--- src/rtl/decode_queue.sv ---
// Decode queue: DEPTH-entry FIFO of fetched {inst, pc} pairs. The head entry is decoded
// combinationally into register indices, immediate and instruction class.
module decode_queue #(
    parameter int DEPTH = 4,
    parameter int PC_W  = 32,
    parameter int M_EXT = 1
) (
    input  logic                     CLK,
    input  logic                     nRST,
    input  logic                     flush,
    input  logic                     in_valid,
    output logic                     in_ready,
    input  logic [31:0]              in_inst,
    input  logic [PC_W-1:0]          in_pc,
    output logic                     out_valid,
    input  logic                     out_ready,
    output logic [31:0]              out_inst,
    output logic [PC_W-1:0]          out_pc,
    output logic [4:0]               out_rs1,
    output logic [4:0]               out_rs2,
    output logic [4:0]               out_rd,
    output logic [31:0]              out_imm,
    output logic [3:0]               out_class,
    output logic                     out_illegal,
    output logic [$clog2(DEPTH):0]   count
);

    localparam int PTR_W = $clog2(DEPTH);
    localparam int CNT_W = PTR_W + 1;
    localparam logic [CNT_W-1:0] FULL_CNT = CNT_W'(DEPTH);
    localparam logic M_EN = M_EXT[0];

    localparam logic [3:0] CLS_BUBBLE  = 4'd0;
    localparam logic [3:0] CLS_ALU_R   = 4'd1;
    localparam logic [3:0] CLS_ALU_I   = 4'd2;
    localparam logic [3:0] CLS_LOAD    = 4'd3;
    localparam logic [3:0] CLS_STORE   = 4'd4;
    localparam logic [3:0] CLS_BRANCH  = 4'd5;
    localparam logic [3:0] CLS_JAL     = 4'd6;
    localparam logic [3:0] CLS_JALR    = 4'd7;
    localparam logic [3:0] CLS_LUI     = 4'd8;
    localparam logic [3:0] CLS_AUIPC   = 4'd9;
    localparam logic [3:0] CLS_MULDIV  = 4'd10;
    localparam logic [3:0] CLS_CSR     = 4'd11;
    localparam logic [3:0] CLS_SYSTEM  = 4'd12;
    localparam logic [3:0] CLS_ILLEGAL = 4'd15;

    logic [31:0]     inst_mem_q [DEPTH];
    logic [PC_W-1:0] pc_mem_q   [DEPTH];
    logic [PTR_W-1:0] wr_ptr_q, wr_ptr_d;
    logic [PTR_W-1:0] rd_ptr_q, rd_ptr_d;
    logic [CNT_W-1:0] count_q, count_d;

    logic        push_s;
    logic        pop_s;
    logic [31:0] head_inst_s;
    logic [6:0]  opcode_s;
    logic [2:0]  funct3_s;
    logic [6:0]  funct7_s;
    logic [3:0]  dec_class_s;
    logic [4:0]  dec_rs1_s;
    logic [4:0]  dec_rs2_s;
    logic [4:0]  dec_rd_s;
    logic [31:0] dec_imm_s;

    assign in_ready  = (count_q != FULL_CNT);
    assign out_valid = (count_q != '0);
    assign count     = count_q;
    assign push_s    = in_valid & in_ready & ~flush;
    assign pop_s     = out_valid & out_ready & ~flush;

    assign head_inst_s = inst_mem_q[rd_ptr_q];
    assign opcode_s    = head_inst_s[6:0];
    assign funct3_s    = head_inst_s[14:12];
    assign funct7_s    = head_inst_s[31:25];

    // Pointer and occupancy registers.
    always_ff @(posedge CLK or negedge nRST) begin
        if (!nRST) begin
            wr_ptr_q <= '0;
            rd_ptr_q <= '0;
            count_q  <= '0;
        end else begin
            wr_ptr_q <= wr_ptr_d;
            rd_ptr_q <= rd_ptr_d;
            count_q  <= count_d;
        end
    end

    // Entry storage; contents are don't-care until written, so no reset.
    always_ff @(posedge CLK) begin
        if (push_s) begin
            inst_mem_q[wr_ptr_q] <= in_inst;
            pc_mem_q[wr_ptr_q]   <= in_pc;
        end
    end

    // Next-state pointers and count; flush discards everything including a same-cycle push.
    always_comb begin
        wr_ptr_d = wr_ptr_q;
        rd_ptr_d = rd_ptr_q;
        count_d  = count_q;
        if (flush) begin
            count_d  = '0;
            rd_ptr_d = wr_ptr_q;
        end else begin
            if (push_s) begin
                wr_ptr_d = wr_ptr_q + PTR_W'(1);
            end else begin
                wr_ptr_d = wr_ptr_q;
            end
            if (pop_s) begin
                rd_ptr_d = rd_ptr_q + PTR_W'(1);
            end else begin
                rd_ptr_d = rd_ptr_q;
            end
            case ({push_s, pop_s})
                2'b10:   count_d = count_q + CNT_W'(1);
                2'b01:   count_d = count_q - CNT_W'(1);
                default: count_d = count_q;
            endcase
        end
    end

    // Instruction class of the head entry.
    always_comb begin
        dec_class_s = CLS_ILLEGAL;
        if (head_inst_s[1:0] == 2'b11) begin
            case (opcode_s)
                7'b0110011: begin
                    if (funct7_s == 7'b0000000 || funct7_s == 7'b0100000) begin
                        dec_class_s = CLS_ALU_R;
                    end else if (funct7_s == 7'b0000001 && M_EN) begin
                        dec_class_s = CLS_MULDIV;
                    end else begin
                        dec_class_s = CLS_ILLEGAL;
                    end
                end
                7'b0010011: begin
                    if ((funct3_s == 3'd1 || funct3_s == 3'd5) &&
                        !(funct7_s == 7'b0000000 || funct7_s == 7'b0100000)) begin
                        dec_class_s = CLS_ILLEGAL;
                    end else begin
                        dec_class_s = CLS_ALU_I;
                    end
                end
                7'b0000011: begin
                    case (funct3_s)
                        3'd0, 3'd1, 3'd2, 3'd4, 3'd5: dec_class_s = CLS_LOAD;
                        default:                      dec_class_s = CLS_ILLEGAL;
                    endcase
                end
                7'b0100011: begin
                    case (funct3_s)
                        3'd0, 3'd1, 3'd2: dec_class_s = CLS_STORE;
                        default:          dec_class_s = CLS_ILLEGAL;
                    endcase
                end
                7'b1100011: begin
                    case (funct3_s)
                        3'd2, 3'd3: dec_class_s = CLS_ILLEGAL;
                        default:    dec_class_s = CLS_BRANCH;
                    endcase
                end
                7'b1101111: dec_class_s = CLS_JAL;
                7'b1100111: begin
                    if (funct3_s == 3'd0) begin
                        dec_class_s = CLS_JALR;
                    end else begin
                        dec_class_s = CLS_ILLEGAL;
                    end
                end
                7'b0110111: dec_class_s = CLS_LUI;
                7'b0010111: dec_class_s = CLS_AUIPC;
                7'b1110011: begin
                    if (funct3_s != 3'd0 && funct3_s != 3'd4) begin
                        dec_class_s = CLS_CSR;
                    end else if (head_inst_s == 32'h0000_0073 || head_inst_s == 32'h0010_0073 ||
                                 head_inst_s == 32'h3020_0073) begin
                        dec_class_s = CLS_SYSTEM;
                    end else begin
                        dec_class_s = CLS_ILLEGAL;
                    end
                end
                default: dec_class_s = CLS_ILLEGAL;
            endcase
        end else begin
            dec_class_s = CLS_ILLEGAL;
        end
    end

    // Register and immediate fields, zeroed where the format has no such field.
    always_comb begin
        dec_rs1_s = 5'd0;
        dec_rs2_s = 5'd0;
        dec_rd_s  = 5'd0;
        dec_imm_s = 32'd0;
        case (dec_class_s)
            CLS_ALU_R, CLS_MULDIV: begin
                dec_rs1_s = head_inst_s[19:15];
                dec_rs2_s = head_inst_s[24:20];
                dec_rd_s  = head_inst_s[11:7];
            end
            CLS_ALU_I, CLS_LOAD, CLS_JALR, CLS_SYSTEM: begin
                dec_rs1_s = head_inst_s[19:15];
                dec_rd_s  = head_inst_s[11:7];
                dec_imm_s = {{20{head_inst_s[31]}}, head_inst_s[31:20]};
            end
            CLS_CSR: begin
                dec_rs1_s = head_inst_s[19:15];
                dec_rd_s  = head_inst_s[11:7];
                dec_imm_s = {20'd0, head_inst_s[31:20]};
            end
            CLS_STORE: begin
                dec_rs1_s = head_inst_s[19:15];
                dec_rs2_s = head_inst_s[24:20];
                dec_imm_s = {{20{head_inst_s[31]}}, head_inst_s[31:25], head_inst_s[11:7]};
            end
            CLS_BRANCH: begin
                dec_rs1_s = head_inst_s[19:15];
                dec_rs2_s = head_inst_s[24:20];
                dec_imm_s = {{19{head_inst_s[31]}}, head_inst_s[31], head_inst_s[7],
                             head_inst_s[30:25], head_inst_s[11:8], 1'b0};
            end
            CLS_LUI, CLS_AUIPC: begin
                dec_rd_s  = head_inst_s[11:7];
                dec_imm_s = {head_inst_s[31:12], 12'd0};
            end
            CLS_JAL: begin
                dec_rd_s  = head_inst_s[11:7];
                dec_imm_s = {{11{head_inst_s[31]}}, head_inst_s[31], head_inst_s[19:12],
                             head_inst_s[20], head_inst_s[30:21], 1'b0};
            end
            default: begin
                dec_rs1_s = 5'd0;
                dec_rs2_s = 5'd0;
                dec_rd_s  = 5'd0;
                dec_imm_s = 32'd0;
            end
        endcase
    end

    // Present the decoded head, or an all-zero bubble when the queue is empty.
    always_comb begin
        out_inst    = 32'd0;
        out_pc      = '0;
        out_rs1     = 5'd0;
        out_rs2     = 5'd0;
        out_rd      = 5'd0;
        out_imm     = 32'd0;
        out_class   = CLS_BUBBLE;
        out_illegal = 1'b0;
        if (out_valid) begin
            out_inst    = head_inst_s;
            out_pc      = pc_mem_q[rd_ptr_q];
            out_rs1     = dec_rs1_s;
            out_rs2     = dec_rs2_s;
            out_rd      = dec_rd_s;
            out_imm     = dec_imm_s;
            out_class   = dec_class_s;
            out_illegal = (dec_class_s == CLS_ILLEGAL);
        end else begin
            out_class   = CLS_BUBBLE;
        end
    end

endmodule

--- config.mk ---
export PLATFORM = sky130hd
export DESIGN_NAME = decode_queue
export DESIGN_NICKNAME = d
export VERILOG_FILES = /design/src/rtl/decode_queue.sv
export SDC_FILE = /design/constraint.sdc
export NUM_CORES = 1
export LEC_CHECK = 0
export CAP_MARGIN = 0
export CORE_ASPECT_RATIO = 0.6
export CORE_MARGIN = 2
export CORE_UTILIZATION = 53
export DETAILED_ROUTE_END_ITERATION = 7
export GPL_TIMING_DRIVEN = 0
export PLACE_DENSITY_LB_ADDON = 0.08
export REMOVE_ABC_BUFFERS = 1
export SLEW_MARGIN = 10
export SYNTH_ARGS = -nofsm -noshare
export SYNTH_HDL_FRONTEND = slang
export SYNTH_SLANG_ARGS = --single-unit
--- constraint.sdc ---
create_clock -name CLK -period 5.1 [get_ports CLK]
set_input_delay 1.02 -clock CLK [delete_from_list [all_inputs] [get_ports CLK]]
set_output_delay 1.02 -clock CLK [all_outputs]
set_load 0.005 [all_outputs]
==> results of run 1 <==
## power groups by stage
stage / clock network (mW) / registers, mW / logic, mW
after floorplan: 0 / 2.87 / 1.40
after global routing: 1.86 / 2.70 / 3.75
after detailed placement: 0 / 2.82 / 2.55
after CTS: 1.77 / 2.69 / 3.29
final: 1.74 / 2.69 / 3.56
after global placement: 0 / 2.98 / 2.38
## sequential cells by signal, summed over array words and instances (netlist names)
register,flops
wr_ptr_q,2
rd_ptr_q,2
inst_mem_q,128
pc_mem_q,128
count,3
## metrics by stage
stage	instances	setup slack, ps	total power, mW	cell area (um2)
2_1_floorplan	635	-1650	4.26	11200
4_1_cts	1221	-206	7.75	15300
5_1_grt	1242	-238	8.31	15600
6_report	1242	-141	7.99	15600
3_5_place_dp	1110	-1350	5.37	13700
3_3_place_gp	1103	-3840	5.36	13500
## critical path: stages, from the launching register on
cell and delay [ps]:
dfrtp_4 500, buf_12 140, mux4_2 570, or4b_1 550, a211o_1 280, a41o_1 220, and2_4 170, nand3b_4 80
a211oi_4 90, buf_6 140, buf_6 110, or3_4 390, buf_6 150, buf_6 100, a21oi_2 80, buf_2 120
## synthesized netlist by cell type, drive strengths merged (3+ instances only)
library cell	number	share of area
nor2b	7	0.0038
xor2	3	0.0023
mux4	64	0.13
and2	75	0.041
dfrtp	7	0.015
or2	3	0.0016
nor4	7	0.0057
and3	3	0.0016
o21ai	11	0.0048
nor2	24	0.0079
clkbuf	18	0.0060
o211ai	3	0.0020
a32oi	3	0.0023
nand2b	9	0.0049
a211oi	3	0.0024
inv	15	0.0049
nand3	8	0.0035
a31oi	4	0.0022
o22ai	6	0.0033
a21oi	29	0.019
nand2	47	0.015
ha	4	0.0044
o21a	4	0.0026
a21boi	6	0.0039
nor3	7	0.0055
edfxtp	256	0.67
buf	17	0.0090
## per-layer routing
| metal | GRT usage | up-vias | part of all wire |
|---|---|---|---|
| met5 | 0 | - | 0.00045 |
| met4 | 0.0673 | 2 | 0.020 |
| met3 | 0.0579 | 59 | 0.090 |
| met2 | 0.381 | 395 | 0.46 |
| met1 | 0.376 | 3724 | 0.43 |
| li1 | - | 3186 | - |
## kinds of logic (layout without fill, tap and decap cells)
kind of cell | Yosys count | count (layout) | share of synthesized area
muxes | 64 | 64 | 0.127
adders and majority gates | 5 | 5 | 0.00614
AOI/OAI and AO/OA | 83 | 83 | 0.0550
xor gates and xnor gates | 5 | 5 | 0.00384
and+or+nand+nor | 200 | 204 | 0.0993
DFF | 263 | 263 | 0.689
buffers and inverters | 50 | 339 | 0.0200
## layout by cell type, fill, tap and decap left out, types with 7 or more instances in the layout
cell / instances
nand2_1: 42
buf_16: 7
nand2b_1: 7
edfxtp_1: 256
a21oi_2: 22
buf_12: 10
buf_2: 22
clkbuf_1: 9
clkbuf_16: 25
o21ai_0: 8
dlygate4sd2_1: 8
nand3_1: 7
buf_6: 18
buf_4: 54
nor2_1: 17
dlymetal6s2s_1: 11
and2_4: 7
clkdlybuf4s50_1: 142
inv_1: 14
and2_1: 66
mux4_2: 64
## layout make-up
type | instances | area share
flip-flops and latches | 263 | 0.505
multi-input cells | 361 | 0.239
well taps | 279 | 0.0224
inverters | 15 | 0.00361
clock buffers | 37 | 0.0450
repair buffers | 279 | 0.180
clock inverters | 8 | 0.00442
## what timing repair did
item                                    in CTS  in global routing
cloned                                       6                  0
setup buffers                               60                 21
pin swaps                                   30                 22
endpoints found under the setup margin      52                 47
gates resized for setup                    159                 70
## worst min-delay path by stage
stage / end / slack [ps] / cells after the start
5_1_grt: rd_ptr_q[1] / 630 / 2
6_report: rd_ptr_q[1] / 600 / 2
2_1_floorplan: rd_ptr_q[1] / 500 / 2
4_1_cts: rd_ptr_q[1] / 580 / 2
3_5_place_dp: rd_ptr_q[1] / 550 / 2
3_3_place_gp: rd_ptr_q[1] / 520 / 2
==> flow_metrics.env, run 1 <==
export IMPL_finalSetupViolCount=20
export IMPL_num_rows=41
export IMPL_r2r_cells=7
export IMPL_criticalPathCategory="flop to primary output"
export IMPL_crit_path_end="out_imm[15]"
export IMPL_ys_ff_latch=263
export IMPL_netlist_area_um2=11400
export IMPL_setup_tns_ps=-874
export IMPL_yosysSeqAreaShare=0.689
export IMPL_numCtsBuffers=25
export IMPL_p_sw_mw=2.57
export IMPL_fin_crit_ps=5240
export IMPL_reg2reg_slack_ps=1330
export IMPL_start_kind="flop"
export IMPL_portBuffers=189
export IMPL_grt_pass1_vias=7455
export IMPL_irDropWorstVdd_mv=0.307
export IMPL_hold_buffers=0
export IMPL_power_density_nw_per_um2=512
export IMPL_clk_pin_slew_ps=60
export IMPL_clkLatencyLatePin_ps=530
export IMPL_worstHoldStart="wr_ptr_q[1]"
export IMPL_skew_ps=23.4
export IMPL_drive_above_1_share=0.321
export IMPL_async_reset_ff_frac=0.0266
export IMPL_route_detailed_wl_per_inst_um=23.5
export IMPL_cp_max_fo=6
export IMPL_crit_start="rd_ptr_q[0]"
export IMPL_multi_input_area_um2=3730
export IMPL_combPwrFrac=0.445
export IMPL_nets=1019
export IMPL_r2r_start="count[2]"
export IMPL_diodes=0
export IMPL_n_fill_cell=1280
export IMPL_cap_violations=0
export IMPL_timing_hold_ws_ps=596
export IMPL_clk_root_buffer_cell="clkbuf_16"
export IMPL_coreArea_um2=21100
export IMPL_synth_ff_type="edfxtp_1"
export IMPL_end_kind="primary output"
export IMPL_worst_pin_slew_ps=1060
export IMPL_max_slew_margin=0.292
export IMPL_vias_per_cell=5.93
export IMPL_finish_utilization=0.739
export IMPL_dieArea_um2=22800
export IMPL_area_delta_synth_final_pct=36.6
export IMPL_pwr_share_clk=0.218
export IMPL_drc=0
export IMPL_violations="setup timing"
export IMPL_grt_max_degree=45
export IMPL_rsz0062_at_grt="yes"
export IMPL_arrival_ps=4220
export IMPL_start_util=0.541
export IMPL_hold_violations=0
export IMPL_place_gp_congestion=0.947
export IMPL_switching_share=0.321
export IMPL_cts_tree="yes"
export IMPL_r2r_end="count[1]"
export IMPL_drv_slew=0
export IMPL_p_leak_nw=5.47
export IMPL_syn_instance_count=670
export IMPL_grt_usage=0.253
export IMPL_clock_path_buffers=3
export IMPL_regArea_um2=7870
export IMPL_pin_count=190
export IMPL_drt_iter0_drc=757
export IMPL_drt_pass1_iter_count=6
export IMPL_pwr_share_seq=0.336
export IMPL_grt_pass1_wl_um=44100
export IMPL_synth_distinct_cells=64
export IMPL_h_tree_depth=1
export IMPL_finalWorstSetupSlack_ps=-141
export IMPL_synth_edf_count=256
export IMPL_cts_sinks=263
export IMPL_dpl_hpwl_um=16600
export IMPL_avgSynthCellArea_um2=17.0
export IMPL_drtAntennaViolNets=0
export IMPL_overflow=0
export IMPL_die_x_um=193
export IMPL_internal_power_mw=5.42
export IMPL_status="finished, violations left"
export IMPL_drt_wl_total_um=29100
export IMPL_fin_crit_sh=1.03
export IMPL_yosys_warnings=0
export IMPL_crit_required_ps=4080
export IMPL_vias=7366
export IMPL_worstHoldPathType="flop to flop"
export IMPL_grt_antenna_before_repair=2
export IMPL_die_h_um=118
export IMPL_fmax_mhz=191
Power figures use the tool's default switching activity.
==> run 2: changes to the inputs <==
--- a/config.mk
+++ b/config.mk
@@ -6,11 +6,10 @@
 export NUM_CORES = 1
 export LEC_CHECK = 0
 export CAP_MARGIN = 0
-export CORE_ASPECT_RATIO = 0.6
-export CORE_MARGIN = 2
 export CORE_UTILIZATION = 53
 export DETAILED_ROUTE_END_ITERATION = 7
 export GPL_TIMING_DRIVEN = 0
+export MAX_ROUTING_LAYER = met4
 export PLACE_DENSITY_LB_ADDON = 0.08
 export REMOVE_ABC_BUFFERS = 1
 export SLEW_MARGIN = 10
==> flow_metrics.env, run 2 (same netlist as run 1, synthesis figures left out) <==
export IMPL_worstHoldStart="wr_ptr_q[1]"
export IMPL_dpl_instance_area_um2=13700
export IMPL_route_detailed_wl_per_inst_um=22.8
export IMPL_status="finished, violations left"
export IMPL_final_cells=1264
export IMPL_skew_ps=9.42
export IMPL_cp_max_fo=7
export IMPL_grt_usage=0.269
export IMPL_finalSetupViolCount=28
export IMPL_hold_buffers=0
export IMPL_r2r_start="count[2]"
export IMPL_n_fill_cell=1244
export IMPL_vias_per_cell=5.82
export IMPL_h_tree_depth=1
export IMPL_clk_pin_slew_ps=60
export IMPL_clkLatencyLatePin_ps=530
export IMPL_dpl_hpwl_um=16600
export IMPL_end_kind="primary output"
export IMPL_violations="setup timing"
export IMPL_fmax_mhz=190
export IMPL_hold_depth=2
export IMPL_setup_tns_ps=-1950
export IMPL_die_x_um=149
export IMPL_portBuffers=189
export IMPL_grt_pass1_vias=7498
export IMPL_cts_tree="yes"
export IMPL_clk_root_buffer_cell="clkbuf_16"
export IMPL_fin_crit_ps=5270
export IMPL_nets=1041
export IMPL_drt_pass1_iter_count=5
export IMPL_p_leak_nw=5.53
export IMPL_placed_cells=1106
export IMPL_drive_above_1_share=0.363
export IMPL_drtAntennaViolNets=0
export IMPL_num_rows=53
export IMPL_dp_slack_ps=-1140
export IMPL_drv_slew=0
export IMPL_start_util=0.541
export IMPL_start_kind="flop"
export IMPL_path_cells="buf_12 -> buf_16 -> buf_12 -> mux4_2 -> nor4_4 -> o2111ai_2 -> a211oi_2 -> o31ai_4 -> buf_12 -> nor3_4 -> o221ai_4 -> or2_4 -> buf_6 -> buf_6 -> a21oi_2 -> buf_2"
export IMPL_layout_common_cells="edfxtp_1 (256), clkdlybuf4s50_1 (142), mux4_2 (64), and2_1 (64), buf_4 (64)"
export IMPL_diodes=0
export IMPL_hold_violations=0
export IMPL_area_delta_synth_final_pct=39.9
export IMPL_worstHoldPathType="flop to flop"
export IMPL_power_density_nw_per_um2=527
export IMPL_reg2reg_slack_ps=1390
export IMPL_worst_pin_slew_ps=947
export IMPL_rsz0062_at_grt="yes"
export IMPL_cts_sinks=263
export IMPL_clock_path_buffers=3
export IMPL_pin_count=190
export IMPL_grt_antenna_before_repair=0
export IMPL_hold_path_end="rd_ptr_q[1]"
export IMPL_r2r_cells=10
export IMPL_drc=0
export IMPL_coreArea_um2=21100
export IMPL_drt_wl_total_um=28800
export IMPL_place_gp_congestion=0.898
export IMPL_critPathSlowestCell="dfrtp_4"
export IMPL_fin_crit_sh=1.03
export IMPL_dieArea_um2=22100
export IMPL_overflow=0
export IMPL_stdcell_area_um2=16000
export IMPL_finalWorstSetupSlack_ps=-171
export IMPL_critPathMaxStageDelay_ps=550
export IMPL_cap_violations=0
export IMPL_grt_pass1_wl_um=43000
export IMPL_vias=7354
export IMPL_grt_max_degree=46
export IMPL_max_slew_margin=0.366
export IMPL_cpMostUsedCell="buf_12"
export IMPL_r2r_end="count[2]"
export IMPL_drt_iter0_drc=451
export IMPL_final_common_cell="edfxtp_1"
export IMPL_criticalPathCategory="flop to primary output"
export IMPL_irDropWorstVdd_mv=0.311
export IMPL_timing_hold_ws_ps=595
export IMPL_arrival_ps=4250
export IMPL_crit_required_ps=4080
export IMPL_numCtsBuffers=28
export IMPL_die_h_um=149
[run 2: critical path: cells and delay by family (launching register included)]
| family | cells | cell delay [ps] |
|---|---|---|
| AO/OA/AOI/OAI | 5 | 910 |
| buffers and inverters | 7 | 940 |
| flip-flops | 1 | 550 |
| multiplexers | 1 | 550 |
| AND/OR/NAND/NOR | 3 | 760 |
[run 2: report_power, final]
group	total, mW	internal [mW]	switching [mW]
Clock	2.01	1.23	0.780
Sequential	2.70	2.61	0.0845
Combinational	3.70	1.93	1.77
Total	8.41	5.78	2.63
[run 2: through the flow]
stage           util  power (mW)
3_5_place_dp   0.649        5.39
4_1_cts        0.735        8.12
6_report       0.757        8.41
3_3_place_gp   0.639        5.39
2_1_floorplan      -        4.26
5_1_grt        0.757        8.76
[run 2: layer usage]
layer	vias to the layer above	global-route usage	share of wire
li1	3251	-	-
met1	3768	0.362	0.41
met2	302	0.442	0.50
met3	33	0.0410	0.070
met4	0	0.0536	0.014
met5	-	-	0
[run 2: cell type report]
| type | count | area, um2 | area share |
|---|---|---|---|
| sequential | 263 | 7870 | 0.493 |
| clock inverter | 13 | 146 | 0.00917 |
| clock buffer | 39 | 792 | 0.0496 |
| timing repair buffer | 300 | 2960 | 0.185 |
| inverter | 15 | 56.3 | 0.00353 |
| multi-input combinational | 359 | 3800 | 0.238 |
| tap | 275 | 344 | 0.0215 |
[run 2: worst max-delay path by stage]
stage | startpoint | cells after the start | endpoint
global route | rd_ptr_q[0] | 16 | out_imm[12]
global placement | rd_ptr_q[0] | 10 | out_imm[14]
detailed placement | rd_ptr_q[0] | 11 | out_imm[14]
floorplan | rd_ptr_q[0] | 8 | out_imm[12]
finish | rd_ptr_q[0] | 16 | out_imm[12]
CTS | rd_ptr_q[0] | 13 | out_imm[30]
[run 2: what timing repair did]
item | CTS | global route
pin swaps | 40 | 34
gates cloned | 6 | 0
buffers inserted | 74 | 26
gates resized for setup | 206 | 97
setup endpoints to repair | 52 | 49
==> run 3: changes to the inputs <==
--- a/config.mk
+++ b/config.mk
@@ -6,13 +6,13 @@
 export NUM_CORES = 1
 export LEC_CHECK = 0
 export CAP_MARGIN = 0
-export CORE_UTILIZATION = 53
+export CORE_UTILIZATION = 48
 export DETAILED_ROUTE_END_ITERATION = 7
 export GPL_TIMING_DRIVEN = 0
 export MAX_ROUTING_LAYER = met4
 export PLACE_DENSITY_LB_ADDON = 0.08
 export REMOVE_ABC_BUFFERS = 1
-export SLEW_MARGIN = 10
+export SLEW_MARGIN = 20
 export SYNTH_ARGS = -nofsm -noshare
 export SYNTH_HDL_FRONTEND = slang
 export SYNTH_SLANG_ARGS = --single-unit
==> constraint.sdc (replaced) <==
create_clock -name CLK -period 4.3 [get_ports CLK]
set_input_delay 0.86 -clock CLK [delete_from_list [all_inputs] [get_ports CLK]]
set_output_delay 0.86 -clock CLK [all_outputs]
set_load 0.005 [all_outputs]
==> flow_metrics.env, run 3 (same netlist as run 1, synthesis figures left out) <==
export IMPL_status="finished, violations left"
export IMPL_violations="setup timing"
export IMPL_die_x_um=156
export IMPL_hold_buffers=0
export IMPL_die_h_um=156
export IMPL_dp_slack_ps=-1770
export IMPL_finish_utilization=0.678
export IMPL_portBuffers=189
export IMPL_grt_pass1_vias=7553
export IMPL_route_detailed_wl_per_inst_um=21.7
export IMPL_clkLatencyLatePin_ps=530
export IMPL_criticalPathCategory="flop to primary output"
export IMPL_p_leak_nw=5.47
export IMPL_drt_iter0_drc=425
export IMPL_arrival_ps=4230
export IMPL_r2r_cells=9
export IMPL_finalWorstSetupSlack_ps=-789
export IMPL_cts_sinks=263
export IMPL_drv_slew=0
export IMPL_n_fill_cell=1682
export IMPL_dpl_hpwl_um=16200
export IMPL_num_rows=56
export IMPL_area_delta_synth_final_pct=39.0
export IMPL_layout_common_cells="edfxtp_1 (256), clkdlybuf4s50_1 (137), buf_4 (65)"
export IMPL_nets=1042
export IMPL_worst_pin_slew_ps=741
export IMPL_dieArea_um2=24400
export IMPL_total_power_mw=9.75
export IMPL_r2r_end="count[2]"
export IMPL_crit_required_ps=3440
export IMPL_vias_per_cell=5.55
export IMPL_clk_pin_slew_ps=60
export IMPL_drive_above_1_share=0.371
export IMPL_irDropWorstVdd_mv=0.413
export IMPL_h_tree_depth=1
export IMPL_grt_pass1_wl_um=42700
export IMPL_fin_crit_sh=1.18
export IMPL_setup_tns_ps=-33340
export IMPL_grt_antenna_before_repair=1
export IMPL_rsz0062_at_grt="yes"
export IMPL_drtAntennaViolNets=0
export IMPL_clk_root_buffer_cell="clkbuf_16"
export IMPL_clock_path_buffers=3
export IMPL_crit_start="rd_ptr_q[0]"
export IMPL_coreArea_um2=23400
export IMPL_numCtsBuffers=28
export IMPL_r2r_start="count[0]"
export IMPL_grt_usage=0.243
export IMPL_power_density_nw_per_um2=615
export IMPL_drc=0
export IMPL_place_gp_congestion=0.873
export IMPL_cap_violations=0
export IMPL_skew_ps=9.18
export IMPL_cts_tree="yes"
export IMPL_fmax_mhz=196
export IMPL_hold_violations=0
export IMPL_reg2reg_slack_ps=910
export IMPL_max_slew_margin=0.504
export IMPL_worstHoldPathType="flop to flop"
export IMPL_drt_wl_total_um=28300
export IMPL_end_kind="primary output"
export IMPL_crit_path_end="out_imm[19]"
export IMPL_final_common_cell="edfxtp_1"
export IMPL_finalSetupViolCount=51
export IMPL_vias=7254
export IMPL_cp_max_fo=5
export IMPL_grt_max_degree=69
export IMPL_start_kind="flop"
export IMPL_start_util=0.488
export IMPL_overflow=0
export IMPL_fin_crit_ps=5090
export IMPL_pin_count=190
export IMPL_drt_pass1_iter_count=4
run 3: cell count changes in the layout (fill, tap and decap cells not counted), sizes merged:
cell,before,now
clkdlybuf4s50,142,137
dlymetal6s2s,2,1
clkbuf,45,39
bufinv,3,0
clkinv,10,13
bufbuf,1,0
diode,0,1
buf,148,159
clkdlybuf4s15,1,0
or3,4,5
inv,15,16
run 3: critical path: stages (launching register included):
cell	delay, ps
dfrtp_4	530
buf_12	150
buf_16	140
buf_4	130
mux4_2	500
buf_12	170
nor4_4	240
o2111ai_2	190
a211oi_2	340
o31ai_4	150
a21oi_4	180
nor2_4	70
or3_4	410
buf_12	150
buf_6	100
a21oi_2	110
buf_2	130
run 3: area by class of cell:
cell class                      count  area, um2  share of cell area
Inverter                           15       58.8             0.00371
Clock inverter                     14       68.8             0.00434
Antenna cell                        1       2.50            0.000158
Tap cell                          319        399              0.0252
Clock buffer                       36        752              0.0474
Timing Repair Buffer              300       2890               0.182
Multi-Input combinational cell    360       3820               0.241
Sequential cell                   263       7870               0.496
run 3: through the flow:
stage / instance area [um2] / hold slack, ps / std cells
after global routing: 15900 / 599 / 1308
after global placement: 13500 / 532 / 1143
after detailed placement: 13700 / 561 / 1149
after CTS: 15600 / 576 / 1294
final: 15900 / 577 / 1308
after floorplan: 11200 / 499 / 635
run 3: how the worst min path moves through the flow:
stage,start,endpoint,slack [ps],cells past startpoint
after floorplan,wr_ptr_q[1],rd_ptr_q[1],500,2
after global placement,wr_ptr_q[1],rd_ptr_q[1],530,2
after detailed placement,wr_ptr_q[1],rd_ptr_q[1],560,2
after CTS,wr_ptr_q[0],rd_ptr_q[0],580,2
after global routing,nRST,count[0],600,1
final,wr_ptr_q[0],rd_ptr_q[0],580,2
run 3: report_power, final:
group	internal [mW]	total [mW]	switching (mW)
Combinational	2.31	4.43	2.12
Sequential	3.10	3.18	0.0819
Clock	1.23	2.13	0.909
Total	6.64	9.75	3.11
run 3: layer usage:
| metal | part of all wire | GRT usage |
|---|---|---|
| met2 | 0.49 | 0.392 |
| met5 | 0 | - |
| met3 | 0.077 | 0.0539 |
| met4 | 0.022 | 0.0700 |
| met1 | 0.41 | 0.311 |
run 3: repair_timing:
item,4_1_cts,5_1_grt
setup endpoints to repair,52,52
buffers inserted,91,19
pin swaps,56,41
gates cloned,6,0
gates resized for setup,290,54
